[src/rtl/mem_line_pkg.sv]
// Purpose: shared types for the cache-line transfer engine.
// Latency: n/a (types only).
// Backpressure: n/a (types only).
package mem_line_pkg;

   // Engine sequencing: accept a line request, then ISSUE/WAIT once per word, then FIN.
   typedef enum logic [1:0] {
      IDLE  = 2'd0,
      ISSUE = 2'd1,
      WAIT  = 2'd2,
      FIN   = 2'd3
   } line_state_t;

endpackage

[src/rtl/mem_line_engine.sv]
// Purpose: splits one cache-line fill/writeback into WORDS_PER_LINE single-word WB master ops.
// Latency: sum of per-word WB latencies (each plus 1 ISSUE cycle) + 2 (accept, FIN).
// Backpressure: requests are taken only in IDLE; while busy_o is high, req_* are ignored.
//
// Ports:
//   clk_i, rst_ni          clock, synchronous active-low reset
//   req_rd_i, req_wr_i     line fill / line writeback request (write wins when both are high)
//   line_addr_i, wline_i   line address (offset bits ignored), writeback line
//   busy_o, done_o         engine active, one-cycle completion pulse
//   rline_o                assembled fill line (word k at [k*DATA_WIDTH +: DATA_WIDTH])
//   start_rd_o/start_wr_o  single-word start pulses to the WB master
//   sel_o, data_o, addr_o  byte selects, write word, word byte address to the WB master
//   done_i, data_i         word completion pulse and read word from the WB master
module mem_line_engine
   import mem_line_pkg::*;
#(
   parameter int ADDR_WIDTH     = 32,
   parameter int DATA_WIDTH     = 32,
   parameter int WORDS_PER_LINE = 4
) (
   input  logic                                 clk_i,
   input  logic                                 rst_ni,
   input  logic                                 req_rd_i,
   input  logic                                 req_wr_i,
   input  logic [ADDR_WIDTH-1:0]                line_addr_i,
   input  logic [DATA_WIDTH*WORDS_PER_LINE-1:0] wline_i,
   output logic                                 busy_o,
   output logic                                 done_o,
   output logic [DATA_WIDTH*WORDS_PER_LINE-1:0] rline_o,
   output logic                                 start_rd_o,
   output logic                                 start_wr_o,
   output logic [DATA_WIDTH/8-1:0]              sel_o,
   output logic [DATA_WIDTH-1:0]                data_o,
   output logic [ADDR_WIDTH-1:0]                addr_o,
   input  logic                                 done_i,
   input  logic [DATA_WIDTH-1:0]                data_i
);

   localparam int BYTES = DATA_WIDTH / 8;
   localparam int BOFS  = $clog2(BYTES);
   localparam int CW    = $clog2(WORDS_PER_LINE);
   localparam int OFS   = CW + BOFS;
   localparam int LW    = DATA_WIDTH * WORDS_PER_LINE;
   localparam logic [CW-1:0] LAST = CW'(WORDS_PER_LINE - 1);

   line_state_t           r_state;
   line_state_t           w_next;
   logic [ADDR_WIDTH-1:0] r_base;
   logic [CW-1:0]         r_cnt;
   logic                  r_wr;
   logic [LW-1:0]         r_wline;
   logic [LW-1:0]         r_rline;
   logic                  w_req;

   assign w_req = req_wr_i | req_rd_i;

   always_ff @(posedge clk_i) begin
      if (!rst_ni) begin
         r_state <= IDLE;
      end else begin
         r_state <= w_next;
      end
   end

   // Next state plus the control outputs, all decoded from registered state.
   always_comb begin
      w_next     = r_state;
      busy_o     = 1'b1;
      done_o     = 1'b0;
      start_rd_o = 1'b0;
      start_wr_o = 1'b0;
      case (r_state)
         IDLE: begin
            busy_o = 1'b0;
            if (w_req) w_next = ISSUE;
         end
         ISSUE: begin
            start_wr_o = r_wr;
            start_rd_o = ~r_wr;
            w_next     = WAIT;
         end
         WAIT: begin
            if (done_i) w_next = (r_cnt == LAST) ? FIN : ISSUE;
         end
         FIN: begin
            done_o = 1'b1;
            w_next = IDLE;
         end
         default: w_next = IDLE;
      endcase
   end

   always_ff @(posedge clk_i) begin
      if (!rst_ni) begin
         r_base  <= '0;
         r_cnt   <= '0;
         r_wr    <= 1'b0;
         r_wline <= '0;
         r_rline <= '0;
      end else if (r_state == IDLE && w_req) begin
         r_base  <= {line_addr_i[ADDR_WIDTH-1:OFS], {OFS{1'b0}}};
         r_wline <= wline_i;
         r_wr    <= req_wr_i;
         r_cnt   <= '0;
      end else if (r_state == WAIT && done_i) begin
         if (!r_wr) r_rline[r_cnt*DATA_WIDTH +: DATA_WIDTH] <= data_i;
         // Counter stops at the last word so it never wraps inside a line.
         if (r_cnt != LAST) r_cnt <= r_cnt + 1'b1;
      end
   end

   // Base has zero offset bits, so OR-ing in the word index keeps the carry inside the line.
   assign addr_o  = r_base | (ADDR_WIDTH'(r_cnt) << BOFS);
   assign data_o  = r_wline[r_cnt*DATA_WIDTH +: DATA_WIDTH];
   assign sel_o   = busy_o ? '1 : '0;
   assign rline_o = r_rline;

endmodule
[config.mk]
export PLATFORM = sky130hd
export DESIGN_NAME = mem_line_engine
export DESIGN_NICKNAME = d
export VERILOG_FILES = /design/src/rtl/mem_line_pkg.sv /design/src/rtl/mem_line_engine.sv
export SDC_FILE = /design/constraint.sdc
export NUM_CORES = 1
export LEC_CHECK = 0
export ABC_CLOCK_PERIOD_IN_PS = 6250
export CAP_MARGIN = 40
export CORE_UTILIZATION = 30
export DETAILED_ROUTE_END_ITERATION = 6
export MAX_ROUTING_LAYER = met4
export PLACE_DENSITY_LB_ADDON = 0.08
export SYNTH_ARGS = -nofsm -noshare
export SYNTH_HDL_FRONTEND = slang
export SYNTH_SLANG_ARGS = --single-unit
[constraint.sdc]
create_clock -name clk_i -period 6.25 [get_ports clk_i]
set_input_delay 0.625 -clock clk_i [delete_from_list [all_inputs] [get_ports clk_i]]
set_output_delay 0.625 -clock clk_i [all_outputs]
set_load 0.01 [all_outputs]
==> impl_metrics.ini <==
[status]
run_status = finished, final reports clean

[timing]
period_minus_slack_ns = 3.20
fin_tns_setup_ns = 0
min_period_over_period_pct = 51.2
rsz0062_at_grt = no
whs_ns = 0.456
clock.fmax_ghz = 0.313
finalHoldViolCount = 0
final.setup_skew_ns = 0.00863
setup_viol = 0
worst_pin_slew_ns = 0.891
maxSlewViolCount = 0
slew_headroom_pct = 40.6

[clocking]
clkTransAtPathRegs_ns = 0.05
insertion_delay_ns = 0.53
tritoncts = yes
cts_setup_buffers = 0
cts.sinks = 289
h-tree-depth = 2
post_cts_resized = 0
hold_buffers = 0
clock_path_buffers = 3
numCtsBuffers = 37
root_buffer = clkbuf_16

[pwr]
p_leak_nw = 6.91
p_per_area_nw_per_um2 = 254
power_mw = 4.54
vdd_drop_max_mv = 0.167

[worst_setup_path]
r2r-end = r_wline[80]
path_class = reg2out
r2r_slack_ns = 3.24
cp.required_ns = 5.62
rr_worst_depth = 5
end_kind = primary output
startpoint_type = flop
crit_arrival_ns = 2.57
cp_max_fo = 24
reg2reg_from = r_state[1]

[routing]
dr.pass1.iters = 5
drc_errors = 0
vias = 11200
first_iter_violations = 682
vias_per_cell = 5.04
wl_per_cell_um = 19.1
drtAntennaViolNets = 0
routed_wl_um = 42600

[min_path]
min-delay-start = rline_o[63]
min_to = rline_o[63]
whs_path_depth = 2
min_path_type = reg2reg

[die]
core_area_um2 = 42000
start_util_pct = 30.4
num_io_pins = 397
dieArea_um2 = 43500
die_h_um = 208
die-width_um = 208
rows = 75

[yosys]
async_flop_share_pct = 0
synth_cells = 1370
syn_avg_cell_area_um2 = 9.34
synth_warnings = 0
synth_ff_type = dfxtp_1
synth.ff_latch_count = 289
synth_area_um2 = 12800
synthDistinctLibCells = 32
synth_edf_count = 0
ys_seq_area_share_pct = 45.2

[layout]
ff_latch_area_um2 = 5790
final_cell_area_um2 = 17900
nets = 1866
drive_gt1_share_pct = 6.65
fillCellCount = 4182
area_delta_synth_final_pct = 39.7
multi_input_comb_area_um2 = 6250
final_core_util_pct = 42.5

[grt]
grt_overflow = 0
antenna_found_initial = 6
grt_pass1_vias = 11000
gr-usage-all-layers_pct = 19.8
grt_pass1_wl_um = 65600
grt_max_degree = 221

[placement]
hpwl_um = 26700
port_buffers = 390
dpl_cell_area_um2 = 16800
gp_congestion = 0.772

[flow_run]
max-cap-violations = 0
==> power breakdown <==
| part | switching [mW] | leakage (nW) | internal (mW) |
|---|---|---|---|
| combinational | 0.328 | 4.02 | 0.309 |
| clock | 0.785 | 0.524 | 1.13 |
| sequential | 0.0461 | 2.36 | 1.94 |
| total | 1.16 | 6.91 | 3.38 |
==> cell families (layout without fill, tap and decap cells) <==
kind of cell	count (synthesis)	count (layout)	synth area share, %
buffers and inverters	157	470	6.15
XOR/XNOR	1	1	0.0685
AND/OR/NAND/NOR	438	438	16.7
other	1	8	0.0293
flip-flops	289	289	45.2
multiplexers	161	161	15.7
adder cells (fa/ha/maj)	6	6	0.587
AO/OA/AOI/OAI	317	317	15.5
==> worst max-delay path: stages (launching register included) <==
cell and delay, ns:
dfxtp_4 0.65, buf_12 0.30, mux4_2 0.53, clkdlybuf4s50_1 0.56
==> metrics by stage <==
step	worst slack, ns	instances
floorplan	3.79	1371
global placement	2.67	2160
detailed placement	3.21	2163
CTS	2.95	2223
global route	2.90	2229
finish	3.05	2229
==> placed cells by master, fill, tap and decap left out, drive strengths merged <==
cell type,n
clkdlybuf4s50,389
dfxtp,289
nand3,284
o21ai,159
a21boi,158
nand2,134
mux2i,129
clkbuf,54
mux4,32
buf,17
diode,6
ha,6
clkinv,6
nor2,6
inv,4
nand2b,2
nor4b,2
and3b,2
conb,2
nor4bb,2
nor3b,2
and2,1
or2,1
and4bb,1
xnor2,1
nand3b,1
==> registers in the layout, indices dropped and copies added (netlist names) <==
signal / flops
r_base: 28
rline_o: 128
r_cnt: 2
r_wr: 1
r_wline: 128
r_state: 2
==> synthesized netlist by cell type (2+ instances only) <==
library cell	count	area (um^2)
and3b_1	2	17.5
buf_2	32	160
a21boi_0	135	1010
buf_6	12	135
nand2b_1	2	12.5
nor2_2	2	12.5
clkbuf_2	9	45.0
buf_4	15	113
mux4_2	32	721
buf_1	9	33.8
inv_1	3	11.3
nor4bb_1	2	20.0
nand3_1	284	1420
nand2_1	130	488
mux2i_1	129	1290
nor4b_4	2	47.6
ha_1	6	75.1
a21boi_1	23	173
dfxtp_1	289	5790
o21ai_0	158	791
nor2_1	4	15.0
nor3b_2	2	25.0
nand2_4	4	45.0
clkbuf_1	76	285
==> routing by layer <==
metal / vias up / GRT usage [%] / share of wire [%]
li1: 5459 / - / -
met1: 5438 / 25.5 / 46
met2: 292 / 30.0 / 45
met3: 48 / 5.33 / 6.6
met4: 0 / 6.49 / 2.2
met5: - / - / 0
==> area by class of cell <==
| type | count | area share, % |
|---|---|---|
| Antenna cell | 6 | 0.0840 |
| Clock buffer | 54 | 5.76 |
| Clock inverter | 6 | 0.168 |
| Inverter | 4 | 0.0980 |
| Multi-Input combinational cell | 925 | 35.0 |
| Sequential cell | 289 | 32.4 |
| Tap cell | 539 | 3.77 |
| Timing Repair Buffer | 406 | 22.8 |
==> how the worst max path moves through the flow <==
stage,cells after the start,end,slack [ns],startpoint
finish,3,data_o[16],3.05,r_cnt[0]
global route,3,data_o[16],2.90,r_cnt[0]
CTS,3,data_o[16],2.95,r_cnt[0]
detailed placement,5,r_wline[80],3.21,r_state[1]
global placement,6,rline_o[90],2.67,r_cnt[0]
floorplan,8,rline_o[103],3.79,r_cnt[1]
(Power assumes the default switching activity.)
==> RTL change: new RTL, config.mk and constraints unchanged <==
Register the inputs `req_rd_i`, `req_wr_i`, `line_addr_i`, `wline_i`, `done_i` and `data_i` before use, without a reset. The logic sees them one clock later.
--- a/src/rtl/mem_line_engine.sv
+++ b/src/rtl/mem_line_engine.sv
@@ -43,6 +43,22 @@
    localparam int LW    = DATA_WIDTH * WORDS_PER_LINE;
    localparam logic [CW-1:0] LAST = CW'(WORDS_PER_LINE - 1);
 
+   logic req_rd_q;
+   logic req_wr_q;
+   logic [ADDR_WIDTH-1:0] line_addr_q;
+   logic [DATA_WIDTH*WORDS_PER_LINE-1:0] wline_q;
+   logic done_q;
+   logic [DATA_WIDTH-1:0] data_q;
+
+   always_ff @(posedge clk_i) begin
+      req_rd_q    <= req_rd_i;
+      req_wr_q    <= req_wr_i;
+      line_addr_q <= line_addr_i;
+      wline_q     <= wline_i;
+      done_q      <= done_i;
+      data_q      <= data_i;
+   end
+
    line_state_t           r_state;
    line_state_t           w_next;
    logic [ADDR_WIDTH-1:0] r_base;
@@ -52,7 +68,7 @@
    logic [LW-1:0]         r_rline;
    logic                  w_req;
 
-   assign w_req = req_wr_i | req_rd_i;
+   assign w_req = req_wr_q | req_rd_q;
 
    always_ff @(posedge clk_i) begin
       if (!rst_ni) begin
@@ -80,7 +96,7 @@
             w_next     = WAIT;
          end
          WAIT: begin
-            if (done_i) w_next = (r_cnt == LAST) ? FIN : ISSUE;
+            if (done_q) w_next = (r_cnt == LAST) ? FIN : ISSUE;
          end
          FIN: begin
             done_o = 1'b1;
@@ -98,12 +114,12 @@
          r_wline <= '0;
          r_rline <= '0;
       end else if (r_state == IDLE && w_req) begin
-         r_base  <= {line_addr_i[ADDR_WIDTH-1:OFS], {OFS{1'b0}}};
-         r_wline <= wline_i;
-         r_wr    <= req_wr_i;
+         r_base  <= {line_addr_q[ADDR_WIDTH-1:OFS], {OFS{1'b0}}};
+         r_wline <= wline_q;
+         r_wr    <= req_wr_q;
          r_cnt   <= '0;
-      end else if (r_state == WAIT && done_i) begin
-         if (!r_wr) r_rline[r_cnt*DATA_WIDTH +: DATA_WIDTH] <= data_i;
+      end else if (r_state == WAIT && done_q) begin
+         if (!r_wr) r_rline[r_cnt*DATA_WIDTH +: DATA_WIDTH] <= data_q;
          // Counter stops at the last word so it never wraps inside a line.
          if (r_cnt != LAST) r_cnt <= r_cnt + 1'b1;
       end
Check against the original RTL: not equivalent (Yosys sat finds a counterexample within 4 cycles, from zero or initial values and one cycle with rst_ni low).
==> RTL change against the original RTL <==
  * Sequential cell count up 191
  * Cell count up 18%
  * Setup slack worse by 57 ps
  * Area after synthesis up 30%
  * Total power up 62%
  * Global-route usage down 2.1 points
  * Wire length up 16%
  * Via count up 9.9%
  * Final area up 28%
  * Critical path type unchanged
  * Largest cell class is now registers
  * Largest power group is now the clock network
==> RTL change: results (changes against the original RTL) <==
share of the synthesized netlist area taken by xor and xnor gates: 0.0527% (was 0.0685%)
routed length per placed instance: 18.8 um (was 19.1 um)
Worst-Skew Late Latency: 620 ps (was 530 ps)
maximum cell stage delay along the critical path: 600 ps (was 650 ps)
Static Leakage: 9.00 nW (was 6.91 nW)
proportion of synthesized chip area in sequential cells: 57.9% (was 45.2%)
placed wire-length estimate after detailed placement: 30,200 um (was 26,700 um)
count of H-tree levels built during CTS: 2 (unchanged)
Avg Synthesized Cell Area: 10.6 um2 (was 9.34 um2)
Inst Count DP: 2,515 (was 2,163)
layout cells sized above 1: 8.33% (was 6.65%)
CP max stage cell: sky130_fd_sc_hd__clkdlybuf4s50_1 (was sky130_fd_sc_hd__dfxtp_4)
adder and majority gate portion of the synthesized area: 0.452% (was 0.587%)
highest fanout seen on the critical path: 64 (was 24)
Fin Clk Skew: 28.4 ps (was 8.63 ps)
crit path DAT: 2630 ps (was 2570 ps)
wire length of the first global-routing pass: 75,300 um (was 65,600 um)
list of most frequent post-synthesis cells: sky130_fd_sc_hd__dfxtp_1, sky130_fd_sc_hd__nand3_1, sky130_fd_sc_hd__o21ai_0 (unchanged)
non-filler instance count after layout: 2,625 (was 2,229)
number of buffers created by CTS: 54 (was 37)
Iteration-0 DRC Markers: 723 (was 682)
Clk network pwr share: 46.4% (was 42.2%)
post-layout net count: 2,078 (was 1,866)
maximum number of pins on one net before global-route repair: 161 (was 221)
result of the run: complete, no violations (unchanged)
routability congestion estimate from global placement: 0.741 (was 0.772)
power of the sequential group: 3.30 mW (was 1.99 mW)
tightest slew margin relative to the limit: 33.4% (was 40.6%)
via count of the first global-routing pass: 12,400 (was 11,000)
Fillers: 5,251 (was 4,182)
global router's overall resource usage: 17.7% (was 19.8%)
worst hold-check path type: primary input to flop (was flop to flop)
count of different cell masters after synthesis: 33 (was 32)
internal power contribution: 5.61 mW (was 3.38 mW)
detail-routed via count per cell: 4.70 (was 5.04)
number of antenna violations at the first check in global routing: 9 (was 6)
VDD IR max: 0.000215 V (was 0.000167 V)
post-synthesis mux area share: 12.1% (was 15.7%)
RTL change: changes by cell type after synthesis, sizes merged:
cell    before  now
buf         68   64
clkbuf      85   88
dfxtp      289  480
RTL change: stage by stage:
stage | area, um2 | setup WS (ps) | util [%]
floorplan | 16600 | 3780 | -
global placement | 20800 | 2910 | 38.3
detailed placement | 20900 | 3590 | 38.6
CTS | 22900 | 2920 | 42.2
global route | 22900 | 2840 | 42.2
finish | 22900 | 2990 | 42.2
RTL change: kinds of logic (layout without fill, tap and decap cells):
family | after synthesis | in the layout
DFF | 480 | 480
and+or+nand+nor | 438 | 438
AOI/OAI and AO/OA | 317 | 317
muxes | 161 | 161
buffers and inverters | 156 | 515
adders and majority gates | 6 | 6
other | 1 | 11
xor gates and xnor gates | 1 | 1
RTL change: layout make-up:
cell class	instances	area (um2)	area share, %
Sequential cell	480	9610	42.0
Multi-Input combinational cell	925	6240	27.3
Timing Repair Buffer	410	4170	18.2
Clock buffer	77	1580	6.89
Tap cell	696	871	3.80
Clock inverter	24	373	1.63
Antenna cell	9	22.5	0.0984
Inverter	4	17.5	0.0765
RTL change: path summary, 6_finish.rpt:
kind | slack, ps | endpoint | start | cells after the start
setup / recovery | 2990 | sel_o[1] | r_state[1]$_SDFFE_PN0P_ | 5
hold / removal | 440 | wline_q[11]$_DFF_P_ | wline_i[11] | 1
setup reg to reg | 3700 | r_wline[51]$_SDFFE_PN0P_ | r_state[1]$_SDFFE_PN0P_ | 7
hold reg to reg | 450 | r_wline[59]$_SDFFE_PN0P_ | wline_q[59]$_DFF_P_ | 2
RTL change: routing by layer:
layer | vias up | routed length (um) | track usage, %
li1 | 6098 | - | -
met1 | 5892 | 21300 | 21.4
met2 | 287 | 23500 | 28.6
met3 | 68 | 3370 | 5.06
met4 | 0 | 987 | 5.04
met5 | - | 0 | -
